<file path="src/rtl/tlb_op_ctrl.sv">
// CP0-side initiator for TLBR/TLBWI/TLBWR/TLBP: latches CP0 operands, handshakes with the TLB,
// writes results back to CP0 and maintains the Random register.

package tlb_op_pkg;
   typedef enum logic [2:0] {
      NO_REQ    = 3'd0,
      REQ_TLBR  = 3'd1,
      REQ_TLBWI = 3'd2,
      REQ_TLBWR = 3'd3,
      REQ_TLBP  = 3'd4
   } tlb_req_t;

   typedef struct packed {
      logic [31:0] entryhi;
      logic [31:0] pagemask;
      logic [31:0] entrylo0;
      logic [31:0] entrylo1;
      logic [31:0] index;
   } tlb_t;

   localparam logic [1:0] OP_TLBR  = 2'b00;
   localparam logic [1:0] OP_TLBWI = 2'b01;
   localparam logic [1:0] OP_TLBWR = 2'b10;
   localparam logic [1:0] OP_TLBP  = 2'b11;
endpackage

module tlb_op_ctrl
   import tlb_op_pkg::*;
#(
   parameter int unsigned TLBEntries = 32,
   parameter int unsigned TIMEOUT    = 15
) (
   input  logic        clk,
   input  logic        reset,
   input  logic        op_valid,
   input  logic [1:0]  op_type,
   input  logic        flush,
   input  logic [31:0] cp0_index,
   input  logic [31:0] cp0_entryhi,
   input  logic [31:0] cp0_entrylo0,
   input  logic [31:0] cp0_entrylo1,
   input  logic [4:0]  cp0_wired,
   input  logic        wired_we,
   output tlb_req_t    tlb_req,
   output tlb_t        tlb_info,
   input  logic        tlb_ok,
   input  tlb_t        tlb_res,
   output logic        stall,
   output logic        wb_hi_lo_we,
   output logic [31:0] wb_entryhi,
   output logic [31:0] wb_entrylo0,
   output logic [31:0] wb_entrylo1,
   output logic        wb_index_we,
   output logic [31:0] wb_index,
   output logic [4:0]  random,
   output logic        op_err
);

   localparam int unsigned     CntW       = $clog2(TIMEOUT + 1);
   localparam logic [CntW-1:0] TimeoutCnt = CntW'(TIMEOUT);
   localparam logic [4:0]      RandMax    = 5'(TLBEntries - 1);

   typedef enum logic [1:0] {StIdle, StReq, StWb, StGuard} state_e;

   state_e          state_q, state_d;
   logic [1:0]      op_q;
   tlb_t            info_q;
   logic [CntW-1:0] cnt_q, cnt_d;
   logic [4:0]      random_q, random_d;
   logic [31:0]     wb_hi_q, wb_lo0_q, wb_lo1_q, wb_idx_q;
   logic            op_err_q, op_err_d;
   logic            start, latch, capture;
   logic            unused_pagemask;

   assign start           = op_valid && !flush;
   assign unused_pagemask = ^tlb_res.pagemask;

   // Random reloads on an MTC0 to Wired, on reaching Wired, or when Wired is out of range.
   always_comb begin
      random_d = random_q - 5'd1;
      if (wired_we || (random_q == cp0_wired) || (32'(cp0_wired) >= TLBEntries)) begin
         random_d = RandMax;
      end
   end

   always_comb begin
      state_d     = state_q;
      cnt_d       = cnt_q;
      op_err_d    = 1'b0;
      latch       = 1'b0;
      capture     = 1'b0;
      tlb_req     = NO_REQ;
      stall       = 1'b0;
      wb_hi_lo_we = 1'b0;
      wb_index_we = 1'b0;
      unique case (state_q)
         StIdle: begin
            if (start) begin
               state_d = StReq;
               latch   = 1'b1;
               cnt_d   = '0;
               stall   = 1'b1;
            end
         end
         StReq: begin
            stall = 1'b1;
            unique case (op_q)
               OP_TLBR:  tlb_req = REQ_TLBR;
               OP_TLBWI: tlb_req = REQ_TLBWI;
               OP_TLBWR: tlb_req = REQ_TLBWR;
               default:  tlb_req = REQ_TLBP;
            endcase
            if (tlb_ok) begin
               capture = 1'b1;
               state_d = StWb;
            end else if (cnt_q == TimeoutCnt) begin
               op_err_d = 1'b1;
               state_d  = StGuard;
            end else begin
               cnt_d = cnt_q + CntW'(1);
            end
         end
         StWb: begin
            wb_hi_lo_we = (op_q == OP_TLBR);
            wb_index_we = (op_q == OP_TLBP);
            state_d     = StGuard;
         end
         default: begin
            // Give the responder a cycle to drop back to idle before a new request.
            stall   = start;
            state_d = StIdle;
         end
      endcase
   end

   always_ff @(posedge clk) begin
      if (reset) begin
         state_q  <= StIdle;
         op_q     <= 2'b00;
         info_q   <= '0;
         cnt_q    <= '0;
         random_q <= RandMax;
         wb_hi_q  <= '0;
         wb_lo0_q <= '0;
         wb_lo1_q <= '0;
         wb_idx_q <= '0;
         op_err_q <= 1'b0;
      end else begin
         state_q  <= state_d;
         cnt_q    <= cnt_d;
         random_q <= random_d;
         op_err_q <= op_err_d;
         if (latch) begin
            op_q            <= op_type;
            info_q.entryhi  <= cp0_entryhi;
            info_q.pagemask <= '0;
            info_q.entrylo0 <= cp0_entrylo0;
            info_q.entrylo1 <= cp0_entrylo1;
            info_q.index    <= (op_type == OP_TLBWR) ? {27'b0, random_q} : cp0_index;
         end
         if (capture) begin
            wb_hi_q  <= tlb_res.entryhi;
            wb_lo0_q <= tlb_res.entrylo0;
            wb_lo1_q <= tlb_res.entrylo1;
            wb_idx_q <= tlb_res.index;
         end
      end
   end

   assign tlb_info    = info_q;
   assign wb_entryhi  = wb_hi_q;
   assign wb_entrylo0 = wb_lo0_q;
   assign wb_entrylo1 = wb_lo1_q;
   assign wb_index    = wb_idx_q;
   assign random      = random_q;
   assign op_err      = op_err_q;

endmodule
</file>
<file path="config.mk">
export PLATFORM = sky130hd
export DESIGN_NAME = tlb_op_ctrl
export DESIGN_NICKNAME = d
export VERILOG_FILES = /design/src/rtl/tlb_op_ctrl.sv
export SDC_FILE = /design/constraint.sdc
export NUM_CORES = 1
export LEC_CHECK = 0
export CAP_MARGIN = 0
export CORE_AREA = 2 2 235 237
export CTS_CLUSTER_DIAMETER = 30
export DETAILED_ROUTE_END_ITERATION = 16
export DIE_AREA = 0 0 237 239
export GPL_TIMING_DRIVEN = 0
export PLACE_DENSITY = 0.56
export SETUP_SLACK_MARGIN = 0.05
export SLEW_MARGIN = 20
export SYNTH_ARGS = -nofsm -noshare
export SYNTH_HDL_FRONTEND = slang
export SYNTH_SLANG_ARGS = --single-unit
</file>
<file path="constraint.sdc">
create_clock -name clk -period 2.3 [get_ports clk]
set_input_delay 0.23 -clock clk [delete_from_list [all_inputs] [get_ports clk]]
set_output_delay 0.23 -clock clk [all_outputs]
set_load 0.005 [all_outputs]
</file>
-- Yosys cells after proc, flatten, opt, wreduce, memory -nomap -nowiden
Index checks and enable logic that the tools add are counted.
- output and inout bits: 300
- RAM bits: 0
- bits of input ports: 301
- memory bits (read-only): 0
- memories: 0
- latch bits: 0
- register bits after elaboration: 270
- reduce and logical (&&, ||, !) cells: 10
- divide/modulo/power cells: 0
- $mul: 0
- shift operators: 0
- mux-type cells: 19
- order comparisons: 0
- eq/ne operators: 12
- add/sub/neg operators: 2
- bitwise logic cells: 1
- operators by type and width (kind ; count):
    32-bit two-way mux ; 1
    4-bit two-way mux ; 3
    3-bit one-hot mux with 3 select lines ; 1
    2-bit == test, second input constant ; 4
    4-bit one-hot mux with 2 select lines ; 1
    1-bit two-way mux ; 7
    2-bit two-way mux ; 3
    2-bit inequality test, second input constant ; 3
    2-bit one-hot mux with 3 select lines ; 1
    5-bit == test ; 1
    5-bit by 1-bit subtractor with 5-bit output, second input constant ; 1
    4-bit by 1-bit adder with 4-bit output, second input constant ; 1
    2-bit by 1-bit == test with 1-bit output, second input constant ; 2
    4-bit == test, second input constant ; 1
    2-bit logical NOT ; 2
    4-bit AND reduction ; 1
    3-bit two-way mux ; 1
    3-bit inequality test, second input constant ; 1
    1-bit one-hot mux with 3 select lines ; 1
    3-bit OR reduction ; 1
    2-bit AND reduction ; 1
    2-bit nonzero test ; 1
    2-bit OR reduction ; 1
    1-bit logical AND ; 1
    3 further kinds ; 3

-- Longest topological paths before layout
Gate-level depths: netlist of the first run.
- depth in word-level cells: 4
- depth in mapped cells: 9

-- Worst setup path after synthesis of the first run
Ideal clock, no wire load.
- path type: register to register
- start: register state_q[0]
- end: register info_q (netlist bit tlb_info[65])
- period minus slack after synthesis: 1559 ps
- data arrival time: 1427 ps
- cell stages (with the launch flop): 10
- slack: 741 ps
- buffers on the path: 3
- cell sequence: dfxtp_1 -> inv_1 -> ha_1 -> inv_2 -> or2_1 -> buf_6 -> buf_6 -> buf_6 -> nand2_1 -> a21oi_1
- longest elaborated chain between the ends: 2
- RTL lines (element ; RTL line ; source):
    from (decl) ; 65 ; state_e state_q, state_d;
    from (signal assigned) ; 138 ; state_q <= StIdle;
    from (signal assigned) ; 149 ; state_q <= state_d;
    2-bit logical NOT ; 96 ; unique case (state_q)
    1-bit two-way mux ; 96 ;
    to (decl) ; 67 ; tlb_t info_q;
No other way between the ends.
A chain may end at the register's enable or synchronous reset.

-- Final worst setup path of the first run
- start: register state_q[0]
- end: output wb_index_we
- longest elaborated chain between the ends: 2
- RTL lines (element ; RTL line ; source):
    2-bit == test ; 96 ;
    1-bit two-way mux ; 96 ;
    to (decl) ; 53 ; output logic wb_index_we,
No other way between the ends.

==> run_results.csv, run 1 <==
group,metric,value,unit
critical_path,cp_top_family,"buffers and inverters",
pwr,clkPwrFrac,56.1,%
critical_path,required,2.07,ns
sta,period_needed,2.20,ns
sta,timing.slew.headroom,34.7,%
drt,drt-initial-drc-count,387,
drt,drc_errors,0,
layout,syn_to_final_growth,94.7,%
logic_synthesis,yosysWarningCount,0,
drt,wl_met2,21.6,mm
critical_path,rr_startpoint,"state_q[1]$_SDFFE_PP0P_",
pwr,cellLeakagePower,7.18,nW
sta,finalHoldViolCount,0,
drt,via_per_inst,4.07,
critical_path,worstPathArrival,1.97,ns
drt,wl_met3,3.64,mm
floorplan,core_area,54300,um2
logic_synthesis,synth.top_cell.area_share,54.4,%
global_route,grt_pass1_wl,64.9,mm
layout,register_area,5410,um2
global_route,grt_max_degree,13,
hold_path,min_from,"cp0_entrylo1[6]",
floorplan,start_util,18.3,%
pwr,internal-power,15.8,mW
logic_synthesis,ys_top_cells_by_area,"dfxtp_1 (54%), nand2_1 (18%), a21oi_1 (13%)",
critical_path,end_kind,"output pin",
layout,multiInputGateArea,3940,um2
clock_tree,path_clk_slew,0.04,ns
layout,postLayoutCoreUtil,35.6,%
sta,finalSetupTns,0,ns
logic_synthesis,yosys_register_bits,270,
drt,first_pass_iters,5,
placed_design,gp_congestion,0.826,
pwr,p_per_area,1110,nW/um2
pwr,seqPwrFrac,26.0,%
logic_synthesis,synth_edf_count,0,
clock_tree,cts_tree,"built",
drt,top_layer_used,"met5",
placed_design,placed_area,16300,um2
drt,routed_wl,45.0,mm
drt,met1_length,17.9,mm
sta,setup_viol,0,
clock_tree,ctsRootBufferMaster,"clkbuf_16",
logic_synthesis,synth_most_common_cell,"nand2_1",
critical_path,slowest_stage,"clkdlybuf4s50_1",
outcome,status,"finished, final reports clean",
global_route,grtUsageTotal,15.2,%
logic_synthesis,synth-seq-area-share,54.4,%
critical_path,slowest_delay,0.54,ns
floorplan,num_rows,86,
run,maxCapViolCount,0,
logic_synthesis,ys.flop_type,"dfxtp_1",
floorplan,ioPinCount,601,
floorplan,fp.dieH,239,um
sta,finalClockSkew,0.0167,ns
placed_design,dp_hpwl,34.2,mm
drt,ant_nets,0,
critical_path,crit_type,"reg2out",
layout,fin_area,19300,um2
layout,fill_cells,5539,
critical_path,startpoint_type,"register",
sta,drv_slew,0,
global_route,grt_pass1_vias,10800,
critical_path,path_cells,"inv_1, ha_1, and2_1, clkdlybuf4s50_1",
clock_tree,cts_max_path_buffers,3,
global_route,antenna_found_initial,5,
clock_tree,cts_buffers,83,
layout,num-nets-final,2217,
critical_path,startpoint,"state_q[0]$_SDFFE_PP0P_",
logic_synthesis,synthCells,1253,
floorplan,die_area,56600,um2
pwr,ir_drop,0.000541,V
placed_design,io_buffers,535,
logic_synthesis,yosysUniqueCellTypes,34,
clock_tree,h-tree-depth,3,
pwr,power.switching,5.61,mW
critical_path,worst-path-buf-inv,2,
critical_path,cp_max_fo,4,
sta,fin_hold_ws,0.182,ns
sta,worst_pin_slew,0.980,ns
floorplan,die_x,237,um
pwr,p_comb_share,17.8,%
logic_synthesis,ys_async_sr_fraction,0,%
layout,final_layout_size_suffix_gt1_share,11.6,%
logic_synthesis,syn_avg_cell_area,7.92,um2
pwr,netSwitchingFraction,26.2,%
pwr,finalPower,21.4,mW
clock_tree,insertion_delay,0.60,ns
clock_tree,clock_sinks,270,
sta,period_share,95.5,%
drt,wire_per_inst,16.8,um
drt,vias,10900,
sta,max_freq,0.455,GHz
hold_path,hold_path.class,"in2reg",
global_route,grt_overflow,0,
sta,rsz0062_at_grt,"true",
logic_synthesis,syn_area,9930,um2
logic_synthesis,synth_top_area_cell,"dfxtp_1",
logic_synthesis,synth_common_cells,"nand2_1 (489), dfxtp_1 (270), a21oi_1 (261)",
## routing by layer
layer	global-route usage, %	vias up
li1	-	5349
met1	17.4	4979
met2	25.3	458
met3	4.95	110
met4	8.13	6
met5	0	-
## power groups by stage
stage,clock network [mW],logic [mW],registers [mW]
after CTS,12.3,3.85,5.57
after global routing,12.6,4.17,5.64
after global placement,0,3.78,5.62
after detailed placement,0,3.81,5.64
after floorplan,0,1.49,5.65
final,12.0,3.82,5.58
## cell type report
class                      instances  area share, %
sequential                       270           28.0
timing repair buffer             538           27.8
multi-input combinational        881           20.4
clock buffer                     105           11.9
tap                              704           4.56
clock inverter                    49           3.64
buffer                           123           3.57
inverter                          10          0.194
antenna                            1         0.0129
## timing repair
action                                  4_1_cts  5_1_grt
endpoints found under the setup margin        5        7
endpoints found under the hold margin         1        0
cloned                                        0        0
buffers inserted                              0        2
hold buffers                                  1        0
pin swaps                                     1        1
gates resized for setup                      14        3
## kinds of logic (layout without fill, tap and decap cells)
logic type | count (synthesis) | in the layout | share of synthesized area [%]
xor gates and xnor gates | 7 | 7 | 0.617
adders and majority gates | 9 | 9 | 1.13
and+or+nand+nor | 550 | 550 | 21.6
other | 1 | 33 | 0.0378
AOI/OAI and AO/OA | 278 | 278 | 14.4
buffers and inverters | 133 | 825 | 7.23
DFF | 270 | 270 | 54.4
muxes | 5 | 5 | 0.504
## final timing paths
kind | depth (start not counted) | end | slack (ns)
setup reg to reg | 8 | tlb_info[151]$_SDFFE_PP0P_ | 0.32
hold / removal | 3 | tlb_info[38]$_SDFFE_PP0P_ | 0.18
setup / recovery | 4 | wb_index_we | 0.10
hold reg to reg | 2 | tlb_info[7]$_SDFFE_PP0P_ | 0.45
## state kept, by name, summed over array words and instances (netlist names)
| register | flops |
|---|---|
| state_q | 2 |
| wb_entrylo1 | 32 |
| tlb_info | 128 |
| cnt_q | 4 |
| op_q | 2 |
| random | 5 |
| wb_entryhi | 32 |
| wb_index | 32 |
| wb_entrylo0 | 32 |
| op_err | 1 |
## placed cells by master (no fill, tap or decap), types with 2 or more instances in the layout
cell,n
a211oi_1,8
a21oi_1,261
and2_1,4
buf_2,35
buf_4,34
buf_6,7
bufinv_16,14
clkbuf_1,58
clkbuf_16,85
clkbuf_8,10
clkdlybuf4s50_1,531
clkinv_2,20
clkinvlp_4,9
conb_1,32
dfxtp_1,269
dlygate4sd2_1,2
ha_1,8
inv_1,9
inv_16,3
mux2i_1,5
nand2_1,489
nand2b_1,2
nand3_1,29
nor2_1,15
nor3_1,2
o21ai_0,5
xnor2_1,2
xor2_1,5
## stage by stage
stage               setup WS (ns)  std cells
global route               0.0117       2680
finish                      0.103       2681
global placement           -0.356       2523
floorplan                   0.741       1284
CTS                        0.0565       2678
detailed placement         -0.397       2523
## worst register-to-register path, cell delays in order (launching register included)
cell and delay (ns):
dfxtp_1 0.36, inv_1 0.09, ha_1 0.27, inv_2 0.11, or2_1 0.11, buf_6 0.19, clkbuf_1 0.50, nand2_1 0.11
a21oi_1 0.17
(Power assumes the default switching activity.)
==> run 2: changes to the inputs <==
==> constraint.sdc (replaced) <==
create_clock -name clk -period 2.3 [get_ports clk]
set_input_delay 0.345 -clock clk [delete_from_list [all_inputs] [get_ports clk]]
set_output_delay 0.345 -clock clk [all_outputs]
set_load 0.1 [all_outputs]
==> run_results.csv, run 2 (synthesis results as in run 1) <==
group,metric,value,unit
drt,via_per_inst,4.00,
critical_path,cp_max_fo,2,
floorplan,ioPinCount,601,
sta,finalHoldViolCount,0,
critical_path,worstPathArrival,1.87,ns
sta,rsz0062_at_grt,"true",
clock_tree,cts_hold_buf,0,
outcome,status,"finished, final reports clean",
sta,max_freq,0.452,GHz
pwr,p_per_area,1330,nW/um2
layout,num-nets-final,2216,
critical_path,worst-path-buf-inv,1,
floorplan,die_area,56600,um2
global_route,grt_max_degree,18,
sta,worst_pin_slew,1.07,ns
critical_path,slowest_stage,"dlygate4sd2_1",
critical_path,slowest_delay,0.90,ns
sta,period_needed,2.21,ns
drt,drt-initial-drc-count,417,
clock_tree,path_clk_slew,0.04,ns
layout,final_layout_size_suffix_gt1_share,12.5,%
sta,finalClockSkew,0.0125,ns
critical_path,cp_top_family,"buffers and inverters",
critical_path,startpoint,"wb_entrylo1[27]$_SDFFE_PP0P_",
layout,syn_to_final_growth,92.4,%
drt,first_pass_iters,4,
placed_design,gp_congestion,0.860,
hold_path,hold_path.class,"in2reg",
critical_path,r2r_cells,8,
critical_path,end_kind,"output pin",
floorplan,fp.dieH,239,um
drt,ant_nets,0,
clock_tree,insertion_delay,0.59,ns
clock_tree,ctsRootBufferMaster,"clkbuf_16",
drt,drc_errors,0,
clock_tree,clock_sinks,270,
critical_path,crit_type,"reg2out",
clock_tree,cts_max_path_buffers,3,
floorplan,start_util,18.3,%
critical_path,required,1.96,ns
global_route,grt_pass1_wl,62.8,mm
critical_path,startpoint_type,"register",
critical_path,r2r-end,"tlb_info[36]$_SDFFE_PP0P_",
sta,setup_viol,0,
sta,period_share,96.2,%
global_route,antenna_found_initial,2,
pwr,cellLeakagePower,8.35,nW
run,maxCapViolCount,0,
critical_path,ff2ff_setup_slack,0.27,ns
floorplan,core_area,54300,um2
clock_tree,cts_buffers,83,
sta,drv_slew,0,
pwr,ir_drop,0.000752,V
critical_path,cp-endpoint,"wb_entrylo1[27]",
critical_path,crit_cells,1,
sta,worst_slack,0.0871,ns
layout,largest_reg_flops,128,
placed_design,dp_hpwl,33.4,mm
pwr,finalPower,25.3,mW
sta,timing.slew.headroom,28.8,%
placed_design,pre_cts_slack,-0.519,ns
floorplan,num_rows,86,
clock_tree,h-tree-depth,3,
layout,layout_common_cells,"nand2_1 (489), dfxtp_1 (269), clkdlybuf4s50_1 (267)",
clock_tree,cts_tree,"built",
placed_design,io_buffers,535,
critical_path,path_cells,"dlygate4sd2_1",
global_route,grt_overflow,0,
drt,routed_wl,43.1,mm
drt,wire_per_inst,16.1,um
global_route,grtUsageTotal,14.6,%
hold_path,worstHoldPathCells,3,
critical_path,rr_startpoint,"state_q[0]$_SDFFE_PP0P_",
placed_design,dp.cells,2523,
drt,vias,10700,
layout,final_common_cell,"nand2_1",
layout,final_cells,2680,
floorplan,die_x,237,um
global_route,grt_pass1_vias,10800,
sta,fin_hold_ws,0.215,ns
-- run 2: cell count changes in the layout (fill, tap and decap cells not counted), sizes merged, moves of 4 or more --
cell	before	now
clkdlybuf4s50	531	267
dlygate4sd2	2	253
clkdlybuf4s15	0	9
buf	78	84
clkbuf	154	149
clkinvlp	9	13
-- run 2: repair_timing --
| item | CTS | global route |
|---|---|---|
| gates cloned | 0 | 0 |
| endpoints found under the setup margin | 278 | 19 |
| pin swaps | 1 | 1 |
| buffers inserted | 0 | 3 |
| gates resized for setup | 318 | 4 |
-- run 2: area by class of cell --
type | count | area, um2
buffer | 122 | 687
multi-input combinational | 881 | 3940
tap | 704 | 881
antenna | 2 | 5.00
clock inverter | 51 | 726
inverter | 10 | 37.5
timing repair buffer | 538 | 5090
fill | 5632 | 35200
sequential | 270 | 5410
clock buffer | 102 | 2330
-- run 2: layer usage --
| layer | global-route usage [%] | part of all wire (%) |
|---|---|---|
| met2 | 24.2 | 48 |
| met4 | 7.44 | 3.7 |
| met3 | 4.56 | 6.9 |
| met1 | 16.9 | 42 |
| met5 | 0 | 0 |
-- run 2: metrics by stage --
step / utilization (%) / area [um2] / TNS, ns
4_1_cts: 35.1 / 19100 / 0
5_1_grt: 35.1 / 19100 / 0
3_5_place_dp: 30.0 / 16300 / -4.69
3_3_place_gp: 30.0 / 16300 / -4.46
6_report: 35.2 / 19100 / 0
2_1_floorplan: - / 10100 / 0
-- run 2: worst min-delay path by stage --
stage                               from                        end  slack (ns)
2_1_floorplan       op_q[0]$_SDFFE_PP0P_       op_q[0]$_SDFFE_PP0P_        0.45
3_5_place_dp        random[0]$_SDFF_PP1_       random[0]$_SDFF_PP1_        0.44
3_3_place_gp   tlb_info[15]$_SDFFE_PP0P_  tlb_info[15]$_SDFFE_PP0P_        0.44
5_1_grt                            reset       random[3]$_SDFF_PP1_        0.27
6_report                           reset       random[3]$_SDFF_PP1_        0.21
4_1_cts                            reset       random[3]$_SDFF_PP1_        0.22
-- run 2: where the power goes --
group          leakage [nW]  switching, mW  internal, mW
registers              2.20          0.284          5.26
logic                  4.68           5.97          1.60
clock network          1.47           3.30          8.91
